### src/rtl/dvp_pattern_gen.sv
// Synthetic OV7670-style DVP source: vsync/href/byte stream carrying
// RGB565 test patterns, high byte first, free-running while enabled.
module dvp_pattern_gen #(
    parameter int p_width        = 160,
    parameter int p_height       = 120,
    parameter int p_vsync_cycles = 64,
    parameter int p_vfront       = 32,
    parameter int p_hblank       = 16,
    parameter int p_vback        = 32
) (
    input  logic       i_clk,
    input  logic       i_rst,
    input  logic       i_enable,
    input  logic [1:0] i_pattern,
    output logic       o_vsync,
    output logic       o_href,
    output logic [7:0] o_data,
    output logic       o_frame_done,
    output logic [7:0] o_frame_count
);

    localparam int CW = 18;
    localparam logic [CW-1:0] C_VS   = CW'(p_vsync_cycles - 1);
    localparam logic [CW-1:0] C_VF   = CW'(p_vfront - 1);
    localparam logic [CW-1:0] C_HB   = CW'(p_hblank - 1);
    localparam logic [CW-1:0] C_VB   = CW'(p_vback - 1);
    localparam logic [CW-1:0] C_LINE = CW'(2 * p_width - 1);
    localparam logic [15:0] C_YLAST  = 16'(p_height - 1);
    localparam logic [15:0] C_BLAST  = 16'(p_width / 8 - 1);

    typedef enum logic [2:0] {
        S_IDLE, S_VSYNC, S_VFRONT, S_LINE, S_HBLANK, S_VBACK
    } state_t;

    state_t        state, state_nxt;
    logic [CW-1:0] cnt, cnt_nxt;
    logic [15:0]   x, x_nxt, y, y_nxt;
    logic [15:0]   addr, addr_nxt, bcnt, bcnt_nxt;
    logic [2:0]    bar, bar_nxt;
    logic          phase, phase_nxt;
    logic [1:0]    pat, pat_nxt;
    logic [5:0]    fc, fc_nxt;
    logic          last, done;
    logic [15:0]   pix;

    assign last = (cnt == '0);
    assign done = (state == S_VBACK) && last;

    // Counters describe the byte emitted on the following cycle
    always_comb begin
        state_nxt = state;
        cnt_nxt   = cnt - CW'(1);
        x_nxt     = x;
        y_nxt     = y;
        addr_nxt  = addr;
        bcnt_nxt  = bcnt;
        bar_nxt   = bar;
        phase_nxt = phase;
        pat_nxt   = pat;
        fc_nxt    = fc;
        unique case (state)
            S_IDLE: begin
                cnt_nxt = '0;
                if (i_enable) begin
                    state_nxt = S_VSYNC;
                    cnt_nxt   = C_VS;
                    pat_nxt   = i_pattern;
                    fc_nxt    = o_frame_count[5:0];
                end
            end
            S_VSYNC: begin
                addr_nxt = '0;
                y_nxt    = '0;
                if (last) begin
                    state_nxt = S_VFRONT;
                    cnt_nxt   = C_VF;
                end
            end
            S_VFRONT, S_HBLANK: begin
                if (last) begin
                    state_nxt = S_LINE;
                    cnt_nxt   = C_LINE;
                end
            end
            S_LINE: begin
                phase_nxt = ~phase;
                if (phase) begin
                    x_nxt    = x + 16'd1;
                    addr_nxt = addr + 16'd1;
                    if (bcnt == C_BLAST) begin
                        bcnt_nxt = '0;
                        bar_nxt  = bar + 3'd1;
                    end else begin
                        bcnt_nxt = bcnt + 16'd1;
                    end
                end
                if (last) begin
                    x_nxt     = '0;
                    bcnt_nxt  = '0;
                    bar_nxt   = '0;
                    phase_nxt = 1'b0;
                    if (y == C_YLAST) begin
                        state_nxt = S_VBACK;
                        cnt_nxt   = C_VB;
                    end else begin
                        state_nxt = S_HBLANK;
                        cnt_nxt   = C_HB;
                        y_nxt     = y + 16'd1;
                    end
                end
            end
            S_VBACK: begin
                if (last) begin
                    if (i_enable) begin
                        state_nxt = S_VSYNC;
                        cnt_nxt   = C_VS;
                        pat_nxt   = i_pattern;
                        fc_nxt    = o_frame_count[5:0] + 6'd1;
                    end else begin
                        state_nxt = S_IDLE;
                        cnt_nxt   = '0;
                    end
                end
            end
            default: begin
                state_nxt = S_IDLE;
                cnt_nxt   = '0;
            end
        endcase
    end

    always_comb begin
        pix = '0;
        unique case (pat)
            2'd0: pix = addr;
            2'd1: begin
                unique case (bar)
                    3'd0: pix = 16'hFFFF;
                    3'd1: pix = 16'hFFE0;
                    3'd2: pix = 16'h07FF;
                    3'd3: pix = 16'h07E0;
                    3'd4: pix = 16'hF81F;
                    3'd5: pix = 16'hF800;
                    3'd6: pix = 16'h001F;
                    3'd7: pix = 16'h0000;
                endcase
            end
            2'd2: pix = (x[3] ^ y[3]) ? 16'hFFFF : 16'h0000;
            2'd3: pix = {fc[4:0], fc, fc[4:0]};
        endcase
    end

    always_ff @(posedge i_clk) begin
        if (i_rst) begin
            state <= S_IDLE;
            cnt   <= '0;
            x     <= '0;
            y     <= '0;
            addr  <= '0;
            bcnt  <= '0;
            bar   <= '0;
            phase <= 1'b0;
            pat   <= '0;
            fc    <= '0;
        end else begin
            state <= state_nxt;
            cnt   <= cnt_nxt;
            x     <= x_nxt;
            y     <= y_nxt;
            addr  <= addr_nxt;
            bcnt  <= bcnt_nxt;
            bar   <= bar_nxt;
            phase <= phase_nxt;
            pat   <= pat_nxt;
            fc    <= fc_nxt;
        end
    end

    always_ff @(posedge i_clk) begin
        if (i_rst) begin
            o_vsync       <= 1'b0;
            o_href        <= 1'b0;
            o_data        <= '0;
            o_frame_done  <= 1'b0;
            o_frame_count <= '0;
        end else begin
            o_vsync       <= (state == S_VSYNC);
            o_href        <= (state == S_LINE);
            o_data        <= (state != S_LINE) ? 8'h00 :
                             phase ? pix[7:0] : pix[15:8];
            o_frame_done  <= done;
            o_frame_count <= o_frame_count + {7'd0, done};
        end
    end

endmodule

### config.mk
export PLATFORM = sky130hd
export DESIGN_NAME = dvp_pattern_gen
export DESIGN_NICKNAME = d
export VERILOG_FILES = /design/src/rtl/dvp_pattern_gen.sv
export SDC_FILE = /design/constraint.sdc
export NUM_CORES = 1
export LEC_CHECK = 0
export CAP_MARGIN = 15
export CORE_MARGIN = 8
export CORE_UTILIZATION = 30
export DETAILED_ROUTE_END_ITERATION = 6
export MAX_ROUTING_LAYER = met4
export PLACE_DENSITY = 0.49
export SLEW_MARGIN = 20
export SYNTH_ARGS = -nofsm -noshare
export SYNTH_HDL_FRONTEND = slang
export SYNTH_SLANG_ARGS = --single-unit
### constraint.sdc
create_clock -name i_clk -period 3.1 [get_ports i_clk]
set_clock_uncertainty 0.05 [all_clocks]
set_input_delay 0.465 -clock i_clk [delete_from_list [all_inputs] [get_ports i_clk]]
set_output_delay 0.465 -clock i_clk [all_outputs]
set_load 0.05 [all_outputs]
* Yosys cells after proc, flatten, opt, wreduce, memory -nomap -nowiden *
Memories as Yosys holds them, arrays and structs flattened. A register that Yosys moved wholly into a read port is not among the register bits.
Cells that the tools add are included.

word-level totals
  register bits = 116
  memory bits (read-only) = 128
  input port bits = 5
  output and inout port bits = 19
  logic and storage cells = 103
  memories = 1

cells by class
  add/sub/neg operators = 8
  eq/ne operators = 19
  multiplexer cells = 41
  bitwise operators = 2
  reduce and logical (&&, ||, !) cells = 17

memories
  name              depth  bits a word  read ports  clocked after Yosys merged registers in  write ports  RTL line  source
  (name not given)  8      16           1           1                                        0            137       unique case (bar)

operators with widths
  cell                                                                   number
  16-bit 2-to-1 mux                                                      9
  18-bit one-hot mux with 5 select lines                                 1
  18-bit 2-to-1 mux                                                      4
  16-bit by 1-bit adder with 16-bit output (second input constant)       4
  16-bit one-hot mux with 2 select lines                                 2
  16-bit one-hot mux with 4 select lines                                 1
  3-bit 2-to-1 mux                                                       10
  6-bit 2-to-1 mux                                                       4
  18-bit zero test                                                       1
  18-bit by 1-bit subtractor with 18-bit output (second input constant)  1
  16-bit by 5-bit == test with 1-bit output (second input constant)      1
  16-bit by 7-bit == test with 1-bit output (second input constant)      1
  2-bit != test (second input constant)                                  8
  3-bit one-hot mux with 5 select lines                                  1
  6-bit one-hot mux with 2 select lines                                  1
  8-bit by 1-bit adder with 8-bit output                                 1
  8-bit 2-to-1 mux                                                       1
  2-bit nonzero test                                                     4
  6-bit by 1-bit adder with 6-bit output (second input constant)         1
  3-bit by 2-bit == test with 1-bit output (second input constant)       2
  3-bit == test (second input constant)                                  2
  2-bit AND reduction                                                    3
  3-bit AND reduction                                                    2
  5-bit 2-to-1 mux                                                       1
  other kinds (16)                                                       21

* Logic depth before layout (Yosys ltp) *
  depth in word-level cells = 6
  depth in mapped cells = 12
  depth with buffers taken out = 11

* Worst setup path after synthesis *
No wires, ideal clock.

  path type = register to register
  start point = reg cnt[2]
  end point = reg o_frame_count[7]
  setup time = 70 ps
  arrival time = 2533 ps
  data required time = 2980 ps
  setup slack = 446 ps
  cell stages (with the launch flop) = 10
  buffers on the path = 1
  period minus slack after synthesis = 2654 ps
  path through = dfxtp_1 -> or4_4 -> or2_0 -> or2_2 -> clkbuf_1 -> nor2_1 -> ha_1 -> nand3_1 -> or3_1 -> a21oi_1

on the way
  cells in the longest elaborated chain, start to end = 3

RTL lines
  what                                    RTL line  source
  from (decl)                             36        logic [CW-1:0] cnt, cnt_nxt;
  from (signal assigned)                  167       cnt <= cnt_nxt;
  18-bit zero test                        46        assign last = (cnt == '0);
  1-bit logical AND                       47        assign done = (state == S_VBACK) && last;
  net done                                43        logic last, done;
  8-bit by 1-bit adder with 8-bit output  192       o_frame_count <= o_frame_count + {7'd0, done};
  to (signal assigned)                    192
  to (decl)                               19        output logic [7:0] o_frame_count

The timed path passes the listed nets, and every way through them passes these cells.
A chain may end at the register's enable or synchronous reset.

* Final worst setup path *
  start point = reg cnt[2]
  end point = reg bcnt[13]

on the way
  cells in the longest elaborated chain, start to end = 3
  elaborated cells on any way between the ends = 4
  classes of those cells = mux: 1; reduce/logical: 3

RTL lines
  what                                  RTL line  source
  18-bit zero test (*)                  46
  2-bit nonzero test (no source line)   --
  2-bit AND reduction (no source line)  --
  to (signal assigned)                  171       bcnt <= bcnt_nxt;
  to (decl)                             38        logic [15:0] addr, addr_nxt, bcnt, bcnt_nxt;

Every way passes the cells marked *; elsewhere a longest branch is shown, timed or not.

==> reports/qor.txt <==
Hold Slack = 0.440 ns
via count = 4,736
Pins Over Slew Limit = 0
mapped cell area = 5410 um^2
share of the synthesized area in the top cell type = 39.6%
fin nets = 691
crit path DAT = 3.07 ns
Post-CTS Resized = 0
multi-input logic area = 3060 um^2
slack of the critical path = 0.265 ns
Starting Density = 30.3%
synth cell count leaders = dfxtp_1 (107), nor2_1 (76), a21oi_1 (59)
GPL Wtd Cong = 0.815
Die X = 150 um
syn nets = 672
HP Class = register to register
Die Area = 22,600 um^2
largest area contributor in the netlist = dfxtp_1
Port Buf Inserts = 23
WL/cell = 14.5 um
GRT overflow = 0
maximum vdd drop = 336 uV
most frequent cell after synthesis = dfxtp_1
critical path class = register to register
Max FO, Critical Path = 17
Antenna Cells = 0
Die H = 150 um
initial antenna violation count = 0
routed vias/inst = 5.22
mean post-synth cell area = 8.24 um^2
Bufs and invs on worst path = 0
Layout area overhead = 15.6%
status = completed
setup bufs post-CTS = 0
total CTS buffers = 9
Place WS = 0.257 ns
layout cells sized above 1 = 7.22%
Fin. Hold Viols = 0
worst-skew pair later-pin latency = 0.35 ns
RSZ-0062 raised after global routing = false
initial DRC count = 252
sequential-to-total area share from yosys stat = 39.6%
setup violators final = 0
Register Area = 2140 um^2
largest cells by area after synthesis = dfxtp_1 (40%), a21oi_1 (5.5%), nor2_1 (5.3%), xnor2_1 (3.6%), xor2_1 (3.6%)
CP startpoint kind = register
Worst-Margin Slew = 0.729 ns
Total Routing Usage GR = 12.6%
crit-path most repeated cell = or4_4
final WL = 13,200 um
Crit-path slowest cell = or4_4
max_slew headroom = 50.9%
first-pass GRT wire length = 22,600 um
Residual DRC = 0
clk buf depth = 2
distinct cell type count after synthesis = 58
min Tclk post-route = 2.84 ns
boundary pin count = 24
hold buffers post-CTS = 0
clk slew on worst S/H paths = 0.07 ns
post-DP HPWL = 9520 um
Pwr Density = 785 nW/um^2
Rows = 49
CTS tree = built
LEAKAGE = 0.00212 uW
post-route ant nets = 0
max_cap viols = 0
Cells after Synth = 657
Yosys reg bits = 107
Critical Path, Cell by Cell = or4_4, or4_4, o31a_1, or4_1, a21oi_1
crit share post-route = 91.5%
DR pass1 iterations = 4
total power = 4910 uW
vias in the first global route = 4,575
Clock Tree Root = clkbuf_16
Ys Warns = 0
setup TNS = 0 ns
Worst Setup End Kind = register
Core Footprint = 17,800 um^2
Crit path largest cell delay = 0.63 ns
EDFF count, synth = 0
Sinks on Clock Net = 107
WP data required = 3.34 ns
H-tree levels = 3
predominant post-synthesis flop cell = dfxtp_1
Fmax achieved = 353 MHz
ys async rst share = 0%
Layout fillers = 1,856
CP delay by family, top = simple AND/OR/NAND/NOR gates
pin count of the biggest net entering global routing = 32
-- state kept, by name (all words and copies together), names as in the netlist, named ones only --
register,count
o_frame_done,1
phase,1
state,3
o_frame_count,8
o_href,1
bcnt,16
o_data,8
bar,3
cnt,18
o_vsync,1
addr,16
fc,6
pat,2
x,4
y,16
-- layout make-up --
cell class / count / share of cell area (%)
clock buffer: 10 / 3.82
multi-input combinational: 495 / 48.9
tap: 229 / 4.58
clock inverter: 4 / 1.18
timing repair buffer: 43 / 6.08
inverter: 20 / 1.20
sequential: 107 / 34.2
-- cell families (layout without fill, tap and decap cells) --
logic type | Yosys count | after routing | synth area share [%]
and+or+nand+nor | 280 | 280 | 27.5
AOI/OAI and AO/OA | 155 | 155 | 18.0
DFF | 107 | 107 | 39.6
buffers and inverters | 55 | 77 | 3.97
xor gates and xnor gates | 44 | 44 | 7.12
adders and majority gates | 10 | 10 | 2.31
muxes | 6 | 6 | 1.57
-- cell usage in the layout (no fill, tap or decap), types with 4 or more instances in the layout --
cell type / n
xor2_1: 22
o21ai_0: 32
o221ai_1: 6
and3_1: 10
nand4_1: 15
nor3b_1: 6
or3_1: 13
o211ai_1: 9
nor2b_1: 9
a21o_1: 5
inv_1: 20
nand4b_1: 4
nor4_1: 13
nor2_1: 76
nand2b_1: 8
nand2_1: 44
dfxtp_1: 107
a21oi_1: 58
nor3_1: 17
mux2i_1: 4
or4_1: 13
o22ai_1: 5
nand3_1: 25
and4_1: 7
clkbuf_16: 9
a211oi_1: 6
or2_2: 6
buf_4: 20
xnor2_1: 22
clkdlybuf4s50_1: 23
ha_1: 10
o31ai_1: 11
nand3b_1: 4
-- worst register-to-register path, cell delays in order, from the launching register on --
cell and delay (ns):
dfxtp_1 0.36, or4_4 0.59, or4_4 0.63, o31a_1 0.47, or4_1 0.53, a21oi_1 0.15
-- per-stage QoR --
step | instance area (um^2) | std cells | utilization (%)
after CTS | 6250 | 908 | 35.1
final | 6260 | 908 | 35.1
after global routing | 6260 | 908 | 35.1
after floorplan | 5410 | 657 | -
after detailed placement | 5940 | 894 | 33.3
after global placement | 5940 | 894 | 33.3
-- layer usage --
metal,part of all wire (%),vias up,track usage [%]
li1,-,2429,-
met1,49,2244,15.6
met2,47,51,20.1
met3,3.3,12,2.80
met4,1.2,0,3.70
met5,0,-,-
-- path summary, 6_finish.rpt --
check	depth (start not counted)	endpoint	slack [ns]	from
min	2	y[15]$_SDFFE_PP0P_	0.44	y[15]$_SDFFE_PP0P_
min reg2reg	2	y[15]$_SDFFE_PP0P_	0.44	y[15]$_SDFFE_PP0P_
max reg2reg	5	bcnt[13]$_SDFFE_PP0P_	0.26	cnt[2]$_SDFF_PP0_
max	5	bcnt[13]$_SDFFE_PP0P_	0.26	cnt[2]$_SDFF_PP0_
-- power by group --
part           switching (uW)  internal, uW
Combinational            1300           719
Clock                     511           723
Sequential                145          1520
Total                    1950          2960
Note: power is estimated with default switching activity, not from simulation.
